File: config.mk
export PLATFORM = sky130hd
export DESIGN_NAME = aes_round_ctrl
export DESIGN_NICKNAME = d
export VERILOG_FILES = /design/src/rtl/aes_pkg.sv /design/src/rtl/aes_kexp_seq.sv /design/src/rtl/aes_round_ctrl.sv
export SDC_FILE = /design/constraint.sdc
export NUM_CORES = 1
export LEC_CHECK = 0
export ABC_AREA = 1
export CORE_ASPECT_RATIO = 2
export CORE_UTILIZATION = 47
export DETAILED_ROUTE_END_ITERATION = 6
export PLACE_DENSITY = 0.85
export SETUP_SLACK_MARGIN = 0.5
export SLEW_MARGIN = 20
export SYNTH_ARGS = -nofsm -noshare
export SYNTH_HDL_FRONTEND = slang
export SYNTH_SLANG_ARGS = --single-unit
File: constraint.sdc
create_clock -name clk -period 1.4 [get_ports clk]
set_input_delay 0.14 -clock clk [delete_from_list [all_inputs] [get_ports clk]]
set_output_delay 0.14 -clock clk [all_outputs]
set_load 0.01 [all_outputs]
File: src/rtl/aes_pkg.sv
// ---------------------------------------------------------------------------
// aes_pkg
//   Shared constants and types for the iterative AES round controller.
//   Key size is selected at build time:
//     AES_KEY_256 -> NK=8, NR=14
//     AES_KEY_192 -> NK=6, NR=12
//     (neither)   -> NK=4, NR=10  (AES-128)
//   Optional build macro used by the controller: AES_DECRYPT_EN.
// ---------------------------------------------------------------------------
package aes_pkg;

   localparam int WORD = 32;
   localparam int NB   = 4;

`ifdef AES_KEY_256
   localparam int NK = 8;
   localparam int NR = 14;
`elsif AES_KEY_192
   localparam int NK = 6;
   localparam int NR = 12;
`else
   localparam int NK = 4;
   localparam int NR = 10;
`endif

   // key-schedule word index and round counter widths
   localparam int KW     = $clog2(NB*(NR+1));
   localparam int RW     = $clog2(NR+1);
   localparam int RCON_W = 4;

   typedef enum logic [2:0] {
      IDLE,
      KEXP,
      INIT,
      ROUND,
      FINAL,
      DONE
   } ctrl_state_t;

endpackage

File: src/rtl/aes_kexp_seq.sv
// ---------------------------------------------------------------------------
// aes_kexp_seq
//   Key-expansion word sequencer. A start pulse arms it; from the next cycle
//   it steps the word index NK..NB*(NR+1)-1, one word per cycle, and decodes
//   the per-word transform selects from a mod-NK phase counter (no divider).
//   The index saturates on the last word.
// Ports
//   clk, rst_n   clock, async active-low reset
//   start        arm the sequence (first word appears next cycle)
//   we           a key word is written this cycle
//   idx          current word index
//   rot          idx % NK == 0 : RotWord + SubWord + Rcon
//   sub          NK > 6 && idx % NK == 4 : SubWord only
//   rcon_idx     idx / NK while rot, else 0
//   last_word    this cycle writes the final word
// ---------------------------------------------------------------------------
module aes_kexp_seq #(
   parameter int NB = 4,
   parameter int NK = 4,
   parameter int NR = 10,
   localparam int KW = $clog2(NB*(NR+1))
)(
   input  logic                       clk,
   input  logic                       rst_n,
   input  logic                       start,
   output logic                       we,
   output logic [KW-1:0]              idx,
   output logic                       rot,
   output logic                       sub,
   output logic [aes_pkg::RCON_W-1:0] rcon_idx,
   output logic                       last_word
);
   import aes_pkg::*;

   localparam logic [KW-1:0]     IDX_FIRST = KW'(NK);
   localparam logic [KW-1:0]     IDX_LAST  = KW'(NB*(NR+1)-1);
   localparam logic [3:0]        PH_LAST   = 4'(NK-1);
   localparam logic [3:0]        PH_SUB    = 4'd4;
   localparam logic              HAS_SUB   = (NK > 6);

   logic              active;
   logic [KW-1:0]     idx_q;
   logic [3:0]        phase_q;
   logic [RCON_W-1:0] rcon_q;

   always_ff @(posedge clk or negedge rst_n) begin
      if (!rst_n) begin
         active  <= 1'b0;
         idx_q   <= '0;
         phase_q <= '0;
         rcon_q  <= '0;
      end else if (start) begin
         active  <= 1'b1;
         idx_q   <= IDX_FIRST;
         phase_q <= '0;
         rcon_q  <= RCON_W'(1);
      end else if (active) begin
         if (idx_q == IDX_LAST) begin
            active <= 1'b0;
         end else begin
            idx_q <= idx_q + 1'b1;
            if (phase_q == PH_LAST) begin
               phase_q <= '0;
               rcon_q  <= rcon_q + 1'b1;
            end else begin
               phase_q <= phase_q + 1'b1;
            end
         end
      end
   end

   // decodes gated by active so nothing strobes while idle or after reset
   assign we        = active;
   assign idx       = idx_q;
   assign rot       = active && (phase_q == '0);
   assign sub       = HAS_SUB && active && (phase_q == PH_SUB);
   assign rcon_idx  = rot ? rcon_q : '0;
   assign last_word = active && (idx_q == IDX_LAST);

endmodule

File: src/rtl/aes_round_ctrl.sv
// ---------------------------------------------------------------------------
// aes_round_ctrl
//   Sequencing controller for the iterative AES cipher datapath. Accepts a
//   block (optionally with a new key) by valid/ready, runs key expansion when
//   needed, then drives the round counter and per-round strobes, and holds the
//   finished block until downstream accepts it.
//   Build macro: AES_DECRYPT_EN adds in_dec / inv_round and a down-counting
//   round sequence.
// Ports
//   clk, rst_n             clock, async active-low reset
//   in_valid, in_key_new   block presented / key changed (sampled together)
//   in_ready               controller idle, can accept a block
//   out_valid, out_ready   finished block handshake
//   busy                   any state other than IDLE
//   load_state             datapath captures the input block (handshake cycle)
//   kexp_we/idx/rot/sub    key-schedule word write and transform selects
//   rcon_idx               Rcon index, valid with kexp_rot
//   round, round_en        current round, apply one round this cycle
//   first_round            AddRoundKey only
//   last_round             final round, MixColumns bypassed
//   in_dec, inv_round      (AES_DECRYPT_EN) decrypt request / inverse rounds
//
//   state | meaning
//   ------+-------------------------------------------------------------
//   IDLE  | ready for a block
//   KEXP  | key expansion, one word per cycle
//   INIT  | initial AddRoundKey (first_round)
//   ROUND | middle rounds, counter steps each cycle
//   FINAL | final round without MixColumns (last_round)
//   DONE  | result held, waiting for out_ready
// ---------------------------------------------------------------------------
module aes_round_ctrl #(
   parameter int NB = aes_pkg::NB,
   parameter int NK = aes_pkg::NK,
   parameter int NR = aes_pkg::NR,
   localparam int KW = $clog2(NB*(NR+1)),
   localparam int RW = $clog2(NR+1)
)(
   input  logic                       clk,
   input  logic                       rst_n,
   input  logic                       in_valid,
   input  logic                       in_key_new,
   output logic                       in_ready,
   output logic                       out_valid,
   input  logic                       out_ready,
   output logic                       busy,
   output logic                       load_state,
   output logic                       kexp_we,
   output logic [KW-1:0]              kexp_idx,
   output logic                       kexp_rot,
   output logic                       kexp_sub,
   output logic [aes_pkg::RCON_W-1:0] rcon_idx,
   output logic [RW-1:0]              round,
   output logic                       round_en,
   output logic                       first_round,
   output logic                       last_round
`ifdef AES_DECRYPT_EN
   ,
   input  logic                       in_dec,
   output logic                       inv_round
`endif
);
   import aes_pkg::*;

   localparam logic [RW-1:0] R_ZERO   = '0;
   localparam logic [RW-1:0] R_ONE    = RW'(1);
   localparam logic [RW-1:0] R_PENULT = RW'(NR-1);
   localparam logic [RW-1:0] R_LAST   = RW'(NR);

   ctrl_state_t state;
   logic        key_loaded;
   logic        dec_q;
   logic        dec_in;
   logic        accept;
   logic        kexp_start;
   logic        kexp_last;

`ifdef AES_DECRYPT_EN
   assign dec_in    = in_dec;
   assign inv_round = dec_q;
`else
   assign dec_in    = 1'b0;
`endif

   // load_state is the handshake itself, so it cannot wait for a register
   assign accept     = (state == IDLE) && in_valid;
   assign load_state = accept;
   assign kexp_start = accept && (in_key_new || !key_loaded);

   aes_kexp_seq #(
      .NB (NB),
      .NK (NK),
      .NR (NR)
   ) u_kexp (
      .clk       (clk),
      .rst_n     (rst_n),
      .start     (kexp_start),
      .we        (kexp_we),
      .idx       (kexp_idx),
      .rot       (kexp_rot),
      .sub       (kexp_sub),
      .rcon_idx  (rcon_idx),
      .last_word (kexp_last)
   );

   always_ff @(posedge clk or negedge rst_n) begin
      if (!rst_n) begin
         state       <= IDLE;
         key_loaded  <= 1'b0;
         dec_q       <= 1'b0;
         in_ready    <= 1'b1;
         busy        <= 1'b0;
         out_valid   <= 1'b0;
         round       <= R_ZERO;
         round_en    <= 1'b0;
         first_round <= 1'b0;
         last_round  <= 1'b0;
      end else begin
         case (state)
            IDLE: begin
               if (accept) begin
                  busy     <= 1'b1;
                  in_ready <= 1'b0;
                  dec_q    <= dec_in;
                  if (kexp_start) begin
                     state <= KEXP;
                  end else begin
                     state       <= INIT;
                     round_en    <= 1'b1;
                     first_round <= 1'b1;
                     round       <= dec_in ? R_LAST : R_ZERO;
                  end
               end
            end
            KEXP: begin
               if (kexp_last) begin
                  key_loaded  <= 1'b1;
                  state       <= INIT;
                  round_en    <= 1'b1;
                  first_round <= 1'b1;
                  round       <= dec_q ? R_LAST : R_ZERO;
               end
            end
            INIT: begin
               first_round <= 1'b0;
               state       <= ROUND;
               round       <= dec_q ? R_PENULT : R_ONE;
            end
            ROUND: begin
               if (round == (dec_q ? R_ONE : R_PENULT)) begin
                  state      <= FINAL;
                  last_round <= 1'b1;
                  round      <= dec_q ? R_ZERO : R_LAST;
               end else begin
                  round <= dec_q ? (round - R_ONE) : (round + R_ONE);
               end
            end
            FINAL: begin
               last_round <= 1'b0;
               round_en   <= 1'b0;
               out_valid  <= 1'b1;
               state      <= DONE;
            end
            DONE: begin
               // in_ready only rises with the move to IDLE: no accept this cycle
               if (out_ready) begin
                  out_valid <= 1'b0;
                  in_ready  <= 1'b1;
                  busy      <= 1'b0;
                  round     <= R_ZERO;
                  dec_q     <= 1'b0;
                  state     <= IDLE;
               end
            end
            default: state <= IDLE;
         endcase
      end
   end

endmodule
==> reports/qor.txt <==
Row count = 30
Tmin final = 1.490 ns
First-iteration detailed-routing DRC count = 102
PwrDens = 2305 nW/um^2
Critical path launch point type = register
CTS Root Cell = clkbuf_8
Arrival @ worst endpoint = 1.66 ns
Hold crit path type = input port to asynchronous set/reset pin
GP Congestion = 0.8510
Fraction of registers with async set/reset = 100.0%
WL final = 6481 um
Final setup vio count = 22
Layout net count = 310
Maximum fanout along the worst path = 5
Main synth FF type = dfrtp_1
Hold Fails Final Rpt = 0
CP required = 1.57 ns
Worst-skew pair later-pin latency = 0.30 ns
Most frequent cells in the layout = buf_4 (38), buf_6 (36), nand2_1 (29)
Total power draw = 6.822 mW
H-tree levels = 2
R2R Path Start = state[1]
Int Pwr = 3.782 mW
Commonest non-fill, non-tap cell in the layout = buf_4
Setup tns final = -0.9446 ns
Mux cell area share after synthesis = 0%
FMAX = 671.2 MHz
EDFF count, synth = 0
Post-synthesis adder-cell area fraction = 4.570%
Final setup skew = 0.008244 ns
Reg2reg end = u_kexp.idx[2]
Initial antenna violation count = 0
Final Cycle Share = 106.4%
Final WS setup = -0.08982 ns
Starting Density = 48.63%
Final core utilization = 87.59%
Reg2Reg Depth = 8
Global route overflow = 0
Post-Synth XOR/XNOR Area = 3.732%
R2r setup slk = -0.09 ns
I/O pin count = 29
NetSw = 3.040 mW
Slew Viols, Final = 0
Vias in the first global route = 1,933
Core Region = 3378 sq um
Die width = 43.81 um
Sink Count = 29
Wire per inst = 19.52 um
CTS tree = done
CTS Buf Count = 5
Clock share of power = 11.7%
IO buf count = 27
Sequential power share = 21.4%
Hpwl dp = 3151 um
DRC Markers = 1
Peak supply drop = 1.797 mV
Die Y = 85.61 um
Comb power frac = 66.8%
Compound-gate portion of the synthesized area = 5.941%
Largest net degree at the start of global routing = 30
Distinct cell type count after synthesis = 30
Clock transition at path regs = 0.07 ns
Die area = 3750 sq um
Total Routing Usage GR = 32.97%
Violated checks = design-rule violations, negative setup slack
Seq cells post-synth = 29
Layout cells sized above 1 = 60.33%
Average size of a mapped cell = 8.133 sq um
Layout area overhead = 80.12%
Syn Nets = 213
Sw Ratio = 44.56%
Vias = 1,846
First-pass GRT wire length = 8769 um
Largest family of logic cells by synthesized area = simple AND/OR/NAND/NOR gates
RSZ-0062 raised after global routing = yes
Clock buffer depth = 2
Max-cap violations = 0
Mapped Area = 1643 sq um
Crit. End Element = register
Sequential fraction of the synthesis area = 44.25%
Pre-Repair DR Iteration Count = 7
Antenna Nets Post-Route = 0
Cells after Synth = 202
Leakage = 1.514 nW
Critical path type = register to register
Status = complete, but fails checks
Antenna diodes = 0
Setup slack at placement = -0.1757 ns
Yosys warns = 0
Simple-Gate Fraction of Synth Area = 34.35%
Via/cell ratio = 5.560
==> per-stage QoR <==
step | instances | cell area (sq um) | hold slack [ns]
after floorplan | 202 | 1712 | -0.1556
after global placement | 283 | 2196 | 0.4572
after detailed placement | 283 | 2196 | 0.4696
after CTS | 322 | 2733 | 0.2086
after global routing | 332 | 2959 | 0.2153
final | 332 | 2959 | 0.1910
==> timing repair <==
action | 4_1_cts | 5_1_grt
endpoints found under the setup margin | 52 | 52
cloned | 2 | 0
pin swaps | 27 | 12
hold endpoints to repair | 0 | 0
setup buffers | 29 | 10
gates resized for setup | 176 | 36
hold buffers | 0 | 0
==> worst max-delay path, stage by stage, from the launching register on <==
cell and delay (ns):
dfrtp_1 0.44, nor2_4 0.17, nand2_4 0.12, nor2_8 0.10, buf_6 0.13, nand2_8 0.08
buf_4 0.16, nand2_4 0.08, o21ai_1 0.07
==> kinds of logic (layout without fill, tap and decap cells) <==
family | after synthesis | in the layout
simple gates | 113 | 115
flops | 29 | 29
buf+inv | 29 | 125
compound gates | 17 | 17
xor+xnor | 7 | 7
fa+ha+maj | 6 | 6
other cells | 1 | 1
==> flip-flops by register name, summed over array words and instances (netlist names) <==
register and flops:
in_ready 1, u_kexp.phase_q 4, out_valid 1, u_kexp.rcon_q 4, key_loaded 1, round_en 1, u_kexp.we 1, busy 1
round 4, first_round 1, last_round 1, u_kexp.idx 6, state 3
==> area by class of cell <==
class / count / area (sq um)
Clock buffer: 7 / 96.34
Clock inverter: 1 / 5.005
Fill cell: 171 / 419.2
Inverter: 27 / 121.4
Multi-Input combinational cell: 146 / 1161
Sequential cell: 29 / 729.5
Tap cell: 32 / 40.04
Timing Repair Buffer: 90 / 805.8
==> metal layers <==
metal | vias to the layer above | global-route usage (%) | part of all wire [%]
met5 | - | 0 | 0
met4 | 0 | 27.56 | 7.3
met3 | 36 | 7.158 | 3.7
met2 | 84 | 61.87 | 58
met1 | 890 | 26.13 | 31
li1 | 836 | - | -
==> power groups by stage <==
stage	combinational [mW]	sequential [mW]	clock [mW]
final	4.56	1.46	0.800
after global routing	4.81	1.49	0.833
after CTS	3.86	1.42	0.786
after detailed placement	2.84	1.45	0
after global placement	2.76	1.43	0
after floorplan	1.46	1.56	0
==> worst max-delay path by stage <==
stage	end	cells past startpoint	slack (ns)	startpoint
floorplan	state[0]	8	0.1	u_kexp.idx[0]
global placement	load_state	4	-0.15	in_valid
detailed placement	rcon_idx[3]	6	-0.18	u_kexp.phase_q[0]
CTS	rcon_idx[3]	6	-0.04	u_kexp.phase_q[1]
global route	u_kexp.idx[2]	8	-0.12	state[0]
finish	u_kexp.idx[2]	8	-0.09	state[1]
==> synthesized netlist by cell type (2+ instances only) <==
cell      number  area (sq um)
nand2_1       53         198.9
dfrtp_1       28         700.7
inv_1         25         93.84
nor2_1        21         78.83
nand3_1       17         85.08
xor2_1         7         61.31
ha_1           6         75.07
a21oi_1        5         25.02
o21ai_0        5         25.02
nand2_2        3         18.77
nand3b_1       3         22.52
nor2_2         3         18.77
o21ai_1        3         15.01
inv_2          2         7.510
nand2_8        2         40.04
nand4_1        2         12.51
nor3_1         2         10.01
o21ai_2        2         17.52
or2_2          2         12.51
Power figures use the tool's default switching activity.
